===== config.mk =====
export PLATFORM = sky130hd
export DESIGN_NAME = ddr_init_seq
export DESIGN_NICKNAME = d
export VERILOG_FILES = /design/src/rtl/ddr_pkg.sv /design/src/rtl/ddr_init_rom.sv /design/src/rtl/ddr_init_seq.sv
export SDC_FILE = /design/constraint.sdc
export NUM_CORES = 1
export LEC_CHECK = 0
export ABC_AREA = 0
export BUFFER_PORTS_ARGS = -buffer_cell sky130_fd_sc_hd__buf_2
export CORE_ASPECT_RATIO = 0.9
export CORE_UTILIZATION = 55
export DETAILED_ROUTE_END_ITERATION = 6
export GPL_ROUTABILITY_DRIVEN = 0
export GPL_TIMING_DRIVEN = 0
export PLACE_DENSITY_LB_ADDON = 0.2
export SLEW_MARGIN = 10
export SYNTH_ARGS = -nofsm -noshare
export SYNTH_HDL_FRONTEND = slang
export SYNTH_SLANG_ARGS = --single-unit

===== constraint.sdc =====
create_clock -name CLK_n -period 5.5 [get_ports CLK_n]
set_input_delay 1.1 -clock CLK_n [delete_from_list [all_inputs] [get_ports CLK_n]]
set_output_delay 1.1 -clock CLK_n [all_outputs]
set_load 0.1 [all_outputs]

===== src/rtl/ddr_pkg.sv =====
// ddr_pkg: DDR command encodings, init FSM state type and counter sizing helper
package ddr_pkg;
  localparam logic [2:0] NOOP = 3'b111;
  localparam logic [2:0] ACTV = 3'b011;
  localparam logic [2:0] READ = 3'b101;
  localparam logic [2:0] WRTE = 3'b100;
  localparam logic [2:0] BTRM = 3'b110;
  localparam logic [2:0] PRCH = 3'b010;
  localparam logic [2:0] ARSR = 3'b001;
  localparam logic [2:0] MRST = 3'b000;
  typedef enum logic [2:0] {CKE_LOW, GAP, ISSUE, TAIL, DONE} state_t;
  function automatic int max3(input int a, input int b, input int c);
    return a > b ? (a > c ? a : c) : (b > c ? b : c);
  endfunction
endpackage


===== src/rtl/ddr_init_rom.sv =====
// ddr_init_rom: combinational init step table (step in; command/address/bank out), N = 9 + NUM_REFRESH steps
module ddr_init_rom
  import ddr_pkg::*;
#(
  parameter int ADDR_W = 14,
  parameter int BANK_W = 3,
  parameter int NUM_REFRESH = 2,
  parameter logic [ADDR_W-1:0] MR0_VAL = 'h432,
  parameter logic [ADDR_W-1:0] EMR1_VAL = '0
) (
  input  logic [4:0]        step,
  output logic [2:0]        cmd,
  output logic [ADDR_W-1:0] addr,
  output logic [BANK_W-1:0] bank
);
  localparam logic [ADDR_W-1:0] A10 = ADDR_W'(1) << 10;
  localparam logic [ADDR_W-1:0] MR0_DLL = MR0_VAL | (ADDR_W'(1) << 8);
  localparam logic [ADDR_W-1:0] EMR1_OCD = EMR1_VAL | (ADDR_W'(7) << 7);
  localparam int R = NUM_REFRESH;
  int s;
  assign s = int'(step);
  always_comb begin
    cmd = NOOP;
    addr = A10;
    bank = '0;
    if (s == 0 || s == 5) cmd = PRCH;
    else if (s >= 6 && s < 6 + R) cmd = ARSR;
    else if (s < 9 + R) begin
      cmd = MRST;
      bank = s == 1 ? BANK_W'(2) : s == 2 ? BANK_W'(3) : (s == 4 || s == 6 + R) ? BANK_W'(0) : BANK_W'(1);
      addr = (s == 3 || s == 8 + R) ? EMR1_VAL : s == 4 ? MR0_DLL : s == 6 + R ? MR0_VAL : s == 7 + R ? EMR1_OCD : '0;
    end
  end
endmodule


===== src/rtl/ddr_init_seq.sv =====
// ddr_init_seq: DDR power-up init sequencer; CLK_n/RST(async low) in, CKE/COMMAND_PIN/ADDRESS_PIN/BANK_PIN out, *_USER controller path in, REINIT in, RST_USER/BUSY/STEP status out
module ddr_init_seq
  import ddr_pkg::*;
#(
  parameter int ADDR_W = 14,
  parameter int BANK_W = 3,
  parameter int RANKS = 1,
  parameter int CKE_DLY = 200,
  parameter int GAP_CYC = 15,
  parameter int NUM_REFRESH = 2,
  parameter int TAIL_CYC = 255,
  parameter logic [ADDR_W-1:0] MR0_VAL = 'h432,
  parameter logic [ADDR_W-1:0] EMR1_VAL = '0
) (
  input  logic              CLK_n,
  input  logic              RST,
  output logic [RANKS-1:0]  CKE,
  output logic [2:0]        COMMAND_PIN,
  output logic [ADDR_W-1:0] ADDRESS_PIN,
  output logic [BANK_W-1:0] BANK_PIN,
  input  logic [2:0]        COMMAND_USER,
  input  logic [ADDR_W-1:0] ADDRESS_USER,
  input  logic [BANK_W-1:0] BANK_USER,
  input  logic              REINIT,
  output logic              RST_USER,
  output logic              BUSY,
  output logic [3:0]        STEP
);
  localparam int N = 9 + NUM_REFRESH;
  localparam int CW = $clog2(max3(CKE_DLY, GAP_CYC, TAIL_CYC) + 1);
  localparam logic [ADDR_W-1:0] A10 = ADDR_W'(1) << 10;
  state_t state, nxt;
  logic [CW-1:0] cnt, cnt_nxt;
  logic [4:0] step, step_nxt;
  logic cke, cke_nxt, ru_nxt, busy_nxt;
  logic [2:0] cmd_q, rom_cmd;
  logic [ADDR_W-1:0] addr_q, rom_addr;
  logic [BANK_W-1:0] bank_q, rom_bank;
  ddr_init_rom #(
    .ADDR_W(ADDR_W),
    .BANK_W(BANK_W),
    .NUM_REFRESH(NUM_REFRESH),
    .MR0_VAL(MR0_VAL),
    .EMR1_VAL(EMR1_VAL)
  ) u_rom (
    .step(step),
    .cmd(rom_cmd),
    .addr(rom_addr),
    .bank(rom_bank)
  );
  always_comb begin
    nxt = state;
    cnt_nxt = cnt + 1'b1;
    step_nxt = step;
    cke_nxt = cke;
    ru_nxt = RST_USER;
    busy_nxt = BUSY;
    case (state)
      CKE_LOW: if (cnt == CW'(CKE_DLY - 1)) begin
        nxt = GAP;
        cnt_nxt = '0;
        cke_nxt = 1'b1;
      end
      GAP: if (cnt == CW'(GAP_CYC - 1)) begin
        nxt = ISSUE;
        cnt_nxt = '0;
      end
      ISSUE: begin
        cnt_nxt = '0;
        step_nxt = step + 5'd1;
        nxt = int'(step) == N - 1 ? TAIL : GAP;
      end
      TAIL: if (cnt == CW'(TAIL_CYC - 1)) begin
        nxt = DONE;
        cnt_nxt = '0;
        ru_nxt = 1'b1;
        busy_nxt = 1'b0;
      end
      DONE: begin
        cnt_nxt = '0;
        if (REINIT) begin
          nxt = GAP;
          ru_nxt = 1'b0;
          busy_nxt = 1'b1;
          step_nxt = '0;
        end
      end
      default: begin
        nxt = CKE_LOW;
        cnt_nxt = '0;
      end
    endcase
  end
  // command registers are loaded from the table only on the cycle entering ISSUE, so each command lasts exactly one cycle
  always_ff @(posedge CLK_n or negedge RST)
    if (!RST) begin
      state <= CKE_LOW;
      cnt <= '0;
      step <= '0;
      cke <= 1'b0;
      RST_USER <= 1'b0;
      BUSY <= 1'b1;
      cmd_q <= NOOP;
      addr_q <= A10;
      bank_q <= '0;
    end else begin
      state <= nxt;
      cnt <= cnt_nxt;
      step <= step_nxt;
      cke <= cke_nxt;
      RST_USER <= ru_nxt;
      BUSY <= busy_nxt;
      cmd_q <= nxt == ISSUE ? rom_cmd : NOOP;
      addr_q <= nxt == ISSUE ? rom_addr : A10;
      bank_q <= nxt == ISSUE ? rom_bank : '0;
    end
  assign CKE = {RANKS{cke}};
  assign COMMAND_PIN = RST_USER ? COMMAND_USER : cmd_q;
  assign ADDRESS_PIN = RST_USER ? ADDRESS_USER : addr_q;
  assign BANK_PIN = RST_USER ? BANK_USER : bank_q;
  assign STEP = step > 5'd15 ? 4'hf : step[3:0];
endmodule


==> impl_results.md, run 1 <==
- FP Rows: 18
- Final slew viol count: 0
- Sequential Power Share: 0.484
- Compound-gate portion of the synthesized area: 0.114
- Power density cells: 204 nW/um^2
- Fin. Hold Viols: 0
- Syn Nets: 220
- Cell Int Power: 295 uW
- Sw frac: 0.307
- Ant. Diodes: 0
- Synth area leaders: dfrtp_1 33%, dfstp_2 7.6%, nand2_1 5.2%
- Main combinational cell family by area after synthesis: simple AND/OR/NAND/NOR gates
- Port Buf Inserts: 49
- Nets: 274
- Die height: 55.3 microns
- Synthesized area: 1740 sq um
- CTS tree: done
- Post-DP HPWL: 2830 microns
- # H-tree levels: 1
- Cell count after synthesis: 190
- Die area: 3390 sq um
- Fraction of layout cells with a size suffix above 1: 0.305
- Register area: 707 sq um
- Hold Path Class: flip-flop to flip-flop
- Congestion Overflow GR: 0
- Total Routing Usage GR: 0.234
- Multi-input gate area: 951 sq um
- Root Driver: clkbuf_4
- CP endpoint kind: primary output
- Commonest non-fill, non-tap cell in the layout: buf_2
- Register bit total from synthesis: 28
- Detail Route Antenna Nets: 0
- # DRC: 0
- Post-synth EDFFs: 0
- Core area: 2860 sq um
- CTS Hold Bufs: 0
- Actual slew at the worst max-slew pin: 0.851 ns
- Vias per cell: 5.54
- WP data required: 4.40 ns
- Most frequent cells in the layout: 51 x buf_2, 24 x nand2_1, 23 x dfrtp_1
- First-pass GRT wire length: 6090 microns
- Post-synthesis sequential area ratio: 0.407
- Clk pwr share: 0.320
- Fmax: 304 MHz
- Die W: 61.2 microns
- Crit-path max FO: 10
- Synth Area in XOR/XNOR: 0.0353
- Worst EP arrival: 2.19 ns
- Initial antenna violation count: 0
- Leak Pwr: 1.02 nW
- Max-slew headroom: 0.429
- Pin count of the biggest net entering global routing: 29
- P_sw: 131 uW
- Main synth FF type: dfrtp_1
- Clock tree buffer depth: 2
- Setup ws final: 2.21 ns
- Postcts setup bufs: 0
- RSZ-0062 raised after global routing: false
- DRT Pass-1 Iters: 4
- Starting Density: 0.607
- P&R area growth vs syn: 20.0%
- Setup TNS: 0 ns
- Wire length per cell: 13.2 microns
- Final WL: 3730 microns
- Clock transition at the registers of the reported paths: 0.16 ns
- Peak supply drop: 0.130 mV
- CP Class: flip-flop to primary output
- Synth top area share: 0.331
- Minimum clock period: 3.29 ns
- CTS resizes: 0
- Worst skew pair latency: 0.34 ns
- I/O pin cnt: 50
- Place WS: 2.61 ns
- Period Utilization, post-route: 0.599
- Mux contribution to synthesized area: 0.0627
- Area leader, netlist: dfrtp_1
- CTS Buf Count: 3
- Fillers: 231
- Synth Area in Adders: 0.0504
- Vias: 1568
- Initial DRC Count: 45
- Vias in the first global route: 1389
- Syn_area_per_cell: 9.14 sq um
- Post-Synth Simple-Gate Area: 0.285
- CTS sink count: 28
- Async SR Flop Fraction: 1.00
- Yosys warns: 0
- Fin Clk Skew: 0.0128 ns
- Comb pwr share: 0.195
- Startpoint Class: flip-flop
- Final setup viols: 0
- Unique masters post-synth: 46
- Max cap viols: 0
- Status: finished clean
[path summary, 6_finish.rpt]
kind / from / to / slack [ns] / depth (start not counted)
min in group asynchronous: RST / RST_USER$_DFFE_PN0P_ / 0.73 / 1
max in group asynchronous: RST / bank_q[0]$_DFF_PN0_ / 4.36 / 1
max reg2reg: step[0]$_DFFE_PN0P_ / addr_q[9]$_DFF_PN0_ / 3.35 / 7
min reg2reg: BUSY$_DFFE_PN1P_ / BUSY$_DFFE_PN1P_ / 0.48 / 2
max: step[2]$_DFFE_PN0P_ / STEP[3] / 2.21 / 7
min: BUSY$_DFFE_PN1P_ / BUSY$_DFFE_PN1P_ / 0.48 / 2
[kinds of logic after synthesis]
| group | count (synthesis) |
|---|---|
| DFF | 28 |
| adders and majority gates | 7 |
| muxes | 10 |
| and+or+nand+nor | 90 |
| AOI/OAI and AO/OA | 28 |
| xor gates and xnor gates | 7 |
| buffers and inverters | 20 |
[per-layer routing]
metal  vias up  track usage  wire length [microns]
li1        774            -                      -
met1       731        0.337                   1780
met2        57        0.368                   1670
met3         6       0.0304                    243
met4         0       0.0617                     36
met5         -            0                      0
[Yosys cell counts (all sizes together) (2+ instances only)]
master  instances
a31oi           2
a21oi           4
nand2          24
nor2           21
and3            3
a21boi          3
mux2i           3
o21ai           5
xor2            7
mux2            7
nand3           5
or2             2
ha              7
clkbuf          8
a221oi          4
nand4           2
and2            8
dfstp           5
and4            3
nand2b          4
nor4            2
dfrtp          23
buf             2
inv            10
nor3            7
[cell type report]
type	instances	area share
multi-input cells	142	0.456
clock buffers	3	0.0108
well taps	40	0.0240
flip-flops and latches	28	0.339
repair buffers	49	0.118
plain buffers	10	0.0198
inverters	10	0.0180
clock inverters	1	0.0144
[power by group through the flow]
stage                     logic, mW  clock network, mW  registers (mW)
after floorplan              0.0647                  0           0.210
after global placement       0.0829                  0           0.210
after detailed placement     0.0837                  0           0.210
after CTS                    0.0838              0.137           0.206
after global routing         0.0874              0.145           0.206
final                        0.0832              0.136           0.206
[worst max-delay path: stages, from the launching register on]
cell and delay [ns]:
dfrtp_1 0.39, clkbuf_1 0.18, clkbuf_1 0.24, and3_1 0.22
ha_1 0.16, nand2b_1 0.16, nand2_1 0.09, buf_2 0.42
[metrics by stage]
step	util	area (sq um)	power [mW]	hold slack (ns)	cells
after detailed placement	0.710	2030	0.293	0.442	279
after global routing	0.729	2080	0.439	0.507	283
after global placement	0.710	2030	0.293	0.437	279
after floorplan	-	1740	0.275	0.487	190
final	0.729	2080	0.426	0.482	283
after CTS	0.729	2080	0.427	0.480	283
[sequential cells by signal, summed over array words and instances, names as in the netlist]
| register | flops |
|---|---|
| BUSY | 1 |
| cmd_q | 3 |
| bank_q | 2 |
| step | 5 |
| RST_USER | 1 |
| CKE | 1 |
| addr_q | 4 |
| state | 3 |
| cnt | 8 |
(Power assumes the default switching activity.)
==> run 2, diff against run 1 <==
- ABC_AREA: 0 -> 1
- CORE_UTILIZATION: 55 -> 46
- clock period: 5.5 -> 3 ns (I/O delays scaled with it)
==> run 2 against run 1 <==
Sequential power increased by 83%; core utilization decreased by 13 points; clock skew decreased by 0.0042 ns; non-clock buffer count decreased by 6; synthesized cell count increased by 22%; wire length decreased by 11%; largest cell class unchanged.
==> impl_results.md, run 2 <==
- P&R area growth vs syn: 21.9%
- Core area: 3450 sq um
- Unique masters post-synth: 29
- Nets: 315
- Commonest cells post-synth: 73 x nand2_1, 31 x nor2_1, 23 x dfrtp_1, 22 x inv_1, 16 x nand3_1
- Synthesized area: 1700 sq um
- Worst R2R Start: cnt[0]$_DFF_PN0_
- Max cap viols: 0
- Final slew viol count: 0
- Syn Nets: 261
- CTS Hold Bufs: 0
- Starting Density: 0.491
- Post-synth EDFFs: 0
- FP Rows: 20
- Biggest regs: cnt: 8 flops, step: 5 flops, addr_q: 4 flops
- Placed inst area: 2000 sq um
- Max FFs per register: 8
- I/O pin cnt: 50
- DP Cell Count: 324
- CTS resizes: 0
- Worst EP arrival: 1.95 ns
- Worst R2R End: cnt[7]$_DFF_PN0_
- # H-tree levels: 1
- Startpoint Class: flip-flop
- Setup ws final: 0.446 ns
- Postcts setup bufs: 0
- Area leader, netlist: dfrtp_1
- Synth area leaders: dfrtp_1 34%, nand2_1 16%, dfstp_2 7.7%
- Pin count of the biggest net entering global routing: 29
- Place WS: 0.767 ns
- Ant. Diodes: 0
- Crit-path max FO: 6
- Wire length per cell: 10.2 microns
- Cell area after layout: 2070 sq um
- Total Routing Usage GR: 0.187
- Die height: 59.6 microns
- Yosys warns: 0
- # DRC: 0
- Final setup viols: 0
- Hold slack: 0.311 ns
- Leak Pwr: 1.12 nW
- Sw frac: 0.297
- Fmax: 392 MHz
- Sequential Power Share: 0.457
- CTS tree: done
- Vias: 1563
- Post-synthesis sequential area ratio: 0.417
- Post-DP HPWL: 2540 microns
- P_sw: 246 uW
- Clk pwr share: 0.363
- Top reg by flops: cnt
- Fin Clk Skew: 0.00858 ns
- First-pass GRT wire length: 5670 microns
- Root Driver: clkbuf_8
- Fraction of layout cells with a size suffix above 1: 0.289
- Vias in the first global route: 1330
- Actual slew at the worst max-slew pin: 0.591 ns
- Detail Route Antenna Nets: 0
- WP data required: 2.40 ns
- Initial DRC Count: 16
- Period Utilization, post-route: 0.851
- Syn_area_per_cell: 7.34 sq um
- Status: finished clean
- Register bit total from synthesis: 28
- CTS sink count: 28
- RSZ-0062 raised after global routing: false
- R2R setup slack: 1.53 ns
- Async SR Flop Fraction: 1.00
- Post-Layout Cell Count: 328
- Clock tree buffer depth: 2
- Die area: 3940 sq um
- Reg2Reg Depth: 9
- Fin. Hold Viols: 0
- Port Buf Inserts: 49
- Main synth FF type: dfrtp_1
- Comb pwr share: 0.180
- Most frequent cells in the layout: 73 x nand2_1, 49 x buf_2, 31 x nor2_1
- Cell count after synthesis: 231
- CP endpoint kind: primary output
- Peak supply drop: 0.187 mV
- Final WL: 3330 microns
- Count leader, synth: nand2_1
- Vias per cell: 4.77
- Worst skew pair latency: 0.28 ns
- Synth top area share: 0.339
- DRT Pass-1 Iters: 4
- Pwr Total: 827 uW
- Congestion Overflow GR: 0
- Commonest non-fill, non-tap cell in the layout: nand2_1
- Die W: 66.0 microns
- CP Class: flip-flop to primary output
- Initial antenna violation count: 0
- Clock transition at the registers of the reported paths: 0.10 ns
- Minimum clock period: 2.55 ns
- Max-slew headroom: 0.606
- Cell Int Power: 581 uW
- CTS Buf Count: 3
- Hold Path Class: input port to asynchronous set/reset pin
- Power density cells: 400 nW/um^2
run 2: cell types whose count changed after synthesis, sizes merged, moves of 6 or more:
cell    previous run  this run
nand2             24        77
nor2              21        38
nand3              5        20
inv               10        24
and2               8         0
mux2               7         0
clkbuf             8         2
o21ai              5        11
xor2               7         1
run 2: critical path: stages, from the launching register on:
cell and delay, ns:
dfrtp_1 0.45, ha_1 0.27, nand2_1 0.10, nor2_1 0.05, ha_1 0.18, o21ai_0 0.18
buf_2 0.45
run 2: cell families (layout without fill, tap and decap cells):
kind of cell | Yosys count | after routing | share of synthesized area
AO/OA/AOI/OAI | 21 | 21 | 0.0693
buffers and inverters | 29 | 82 | 0.0686
AND/OR/NAND/NOR | 143 | 143 | 0.378
adder cells (fa/ha/maj) | 7 | 7 | 0.0516
XOR/XNOR | 3 | 3 | 0.0155
flip-flops | 28 | 28 | 0.417
run 2: worst max-delay path by stage:
| stage | endpoint | start | slack (ns) |
|---|---|---|---|
| CTS | STEP[3] | step[0]$_DFFE_PN0P_ | 0.45 |
| global route | STEP[3] | step[0]$_DFFE_PN0P_ | 0.34 |
| global placement | STEP[1] | step[0]$_DFFE_PN0P_ | 0.78 |
| finish | STEP[3] | step[0]$_DFFE_PN0P_ | 0.45 |
| detailed placement | STEP[3] | step[0]$_DFFE_PN0P_ | 0.77 |
| floorplan | STEP[1] | step[0]$_DFFE_PN0P_ | -0.66 |
run 2: through the flow:
stage	util	setup TNS (ns)
after floorplan	-	-1.32
after global placement	0.578	0
after detailed placement	0.578	0
after CTS	0.599	0
after global routing	0.599	0
final	0.599	0
run 2: power by group through the flow:
stage | clock network, mW | logic [mW] | registers [mW]
6_report | 0.300 | 0.149 | 0.378
5_1_grt | 0.315 | 0.157 | 0.378
4_1_cts | 0.301 | 0.150 | 0.378
3_5_place_dp | 0 | 0.150 | 0.385
3_3_place_gp | 0 | 0.150 | 0.385
2_1_floorplan | 0 | 0.116 | 0.385
run 2: layout make-up:
cell class,instances,area (sq um)
Inverter,25,93.8
Clock buffer,3,41.3
Multi-Input combinational cell,174,873
Sequential cell,28,707
Tap cell,44,55.1
Buffer,4,22.5
Clock inverter,1,30.0
Timing Repair Buffer,49,245
Fill cell,327,1390
run 2: routing by layer:
metal	vias up	share of wire	routed length, microns	track usage
met5	-	0	0	0
met4	0	0.0075	25	0.0578
met3	4	0.069	231	0.0231
met2	51	0.41	1370	0.319
met1	669	0.51	1710	0.250
li1	839	-	-	-
==> run 3, diff against run 2 <==
- CTS_CLUSTER_DIAMETER: unset -> 80
- SLEW_MARGIN: 10 -> 15
- clock period: 3 -> 2.3 ns (I/O delays scaled with it)
==> run 3 against run 2 <==
Non-clock buffer count increased by 2; first-iteration DRC count increased by 69%; combinational power increased by 31%; critical path type unchanged; largest power group unchanged; wire length increased by 1.6%; register-to-register slack got worse by 0.77 ns.
==> impl_results.md, run 3 (synthesis gave the netlist of run 2 again) <==
- Die W: 66.0 microns
- Post-Layout Cell Count: 330
- Top reg by flops: cnt
- CTS sink count: 28
- RSZ-0062 raised after global routing: false
- Die height: 59.6 microns
- Fraction of layout cells with a size suffix above 1: 0.304
- I/O pin cnt: 50
- DP Cell Count: 324
- Congestion Overflow GR: 0
- Crit-path slowest cell: dfrtp_2
- CP Class: flip-flop to primary output
- Max cap viols: 0
- Fmax: 459 MHz
- Fillers: 331
- # H-tree levels: 1
- CP endpoint kind: primary output
- Wire length per cell: 10.3 microns
- # DRC: 0
- Ant. Diodes: 0
- Port Buf Inserts: 49
- Detail Route Antenna Nets: 0
- Pin count of the biggest net entering global routing: 29
- Initial antenna violation count: 0
- P_sw: 327 uW
- Period Utilization, post-route: 0.947
- DRT Pass-1 Iters: 4
- Hold Path Class: input port to asynchronous set/reset pin
- Clk pwr share: 0.367
- P&R area growth vs syn: 24.1%
- Hold slack: 0.172 ns
- Commonest non-fill, non-tap cell in the layout: nand2_1
- Post-DP HPWL: 2560 microns
- Fin Clk Skew: 0.00474 ns
- Sequential Power Share: 0.454
- Final slew viol count: 0
- Core area: 3450 sq um
- CTS tree: done
- Clock transition at the registers of the reported paths: 0.10 ns
- Most numerous cell on the critical path: ha_1
- Crit path largest cell delay: 0.43 ns
- Worst EP arrival: 1.72 ns
- Actual slew at the worst max-slew pin: 0.602 ns
- Peak supply drop: 0.394 mV
- Root Driver: clkbuf_8
- Clock tree buffer depth: 2
- Comb pwr share: 0.180
- Crit-path max FO: 3
- Max-slew headroom: 0.599
- Crit-path cells: ha_1, nand2_1, nor2_1, ha_1, o21ai_1, buf_6
- CTS Buf Count: 3
- Cell Int Power: 758 uW
- Grt peak-use layer: met2
- WP data required: 1.84 ns
- FP Rows: 20
- Worst skew pair latency: 0.28 ns
- Die area: 3940 sq um
- Sw frac: 0.301
- Startpoint Class: flip-flop
- Leak Pwr: 1.14 nW
- Worst R2R Start: step[0]$_DFFE_PN0P_
- Power density cells: 515 nW/um^2
- R2R setup slack: 0.76 ns
- Met3 usage: 0.0135
- Fin. Hold Viols: 0
- Most frequent cells in the layout: 73 x nand2_1, 47 x buf_2, 31 x nor2_1
- Vias: 1549
- Status: finished clean
- Vias in the first global route: 1297
- Final setup viols: 0
- Vias per cell: 4.69
- Starting Density: 0.491
- First-pass GRT wire length: 5490 microns
- Final WL: 3390 microns
- Max FFs per register: 8
- Total Routing Usage GR: 0.182
- Biggest regs: cnt: 8 flops, step: 5 flops, addr_q: 4 flops
- Met2 global-route usage: 0.303
- M1 GR Usage: 0.249
- Nets: 317
- Worst R2R End: bank_q[0]$_DFF_PN0_
- Minimum clock period: 2.18 ns
- Post-layout util: 0.610
- Initial DRC Count: 27
- Reg2Reg Depth: 10
run 3: cell count changes in the layout (fill, tap and decap cells not counted):
cell,previous run,this run
o21ai_0,8,6
dfrtp_1,23,21
dfrtp_2,0,2
buf_2,49,47
buf_4,2,4
buf_6,0,1
buf_8,0,1
o21ai_2,2,3
o21ai_1,1,2
run 3: how the worst max path moves through the flow:
stage | from | to | slack, ns | cells after the start
after floorplan | step[0]$_DFFE_PN0P_ | STEP[1] | -0.47 | 5
after global placement | step[0]$_DFFE_PN0P_ | STEP[1] | 0.26 | 6
after detailed placement | step[0]$_DFFE_PN0P_ | STEP[1] | 0.23 | 6
after CTS | step[0]$_DFFE_PN0P_ | STEP[1] | 0.03 | 6
after global routing | step[0]$_DFFE_PN0P_ | STEP[3] | 0.04 | 6
final | step[0]$_DFFE_PN0P_ | STEP[3] | 0.12 | 6
run 3: cell type report:
type | count | area [sq um] | area share
Timing Repair Buffer | 51 | 277 | 0.131
Clock inverter | 1 | 30.0 | 0.0143
Tap cell | 44 | 55.1 | 0.0261
Buffer | 4 | 22.5 | 0.0107
Inverter | 25 | 93.8 | 0.0446
Clock buffer | 3 | 41.3 | 0.0196
Sequential cell | 28 | 709 | 0.337
Multi-Input combinational cell | 174 | 877 | 0.417
run 3: routing by layer:
metal / up-vias / wire [microns]
li1: 843 / -
met3: 5 / 225
met2: 53 / 1390
met5: - / 0
met1: 648 / 1730
met4: 0 / 48
run 3: power groups by stage:
stage                     Combinational (mW)  Sequential (mW)  Clock [mW]
final                                  0.195            0.492       0.398
after global placement                 0.195            0.502           0
after floorplan                        0.151            0.502           0
after detailed placement               0.196            0.502           0
after global routing                   0.205            0.493       0.419
after CTS                              0.196            0.492       0.405
run 3: stage by stage:
| step | TNS, ns | setup slack (ns) | instance area [sq um] | power (mW) |
|---|---|---|---|---|
| floorplan | -0.938 | -0.469 | 1700 | 0.653 |
| global placement | 0 | 0.265 | 2000 | 0.697 |
| detailed placement | 0 | 0.234 | 2000 | 0.698 |
| CTS | 0 | 0.0300 | 2070 | 1.09 |
| global route | 0 | 0.0441 | 2110 | 1.12 |
| finish | 0 | 0.123 | 2110 | 1.08 |
run 3: timing repair:
| item | in CTS | in global routing |
|---|---|---|
| setup endpoints to repair | 2 | 2 |
| setup buffers | 0 | 2 |
| resized for setup | 2 | 5 |
| hold buffers | 0 | 0 |
| gates cloned | 0 | 0 |
run 3: worst max-delay path, delay by kind of cell (launching register included):
kind | cells | cell delay [ns]
compound gates | 1 | 0.17
fa+ha+maj | 2 | 0.44
buf+inv | 1 | 0.25
flops | 1 | 0.43
simple gates | 2 | 0.14
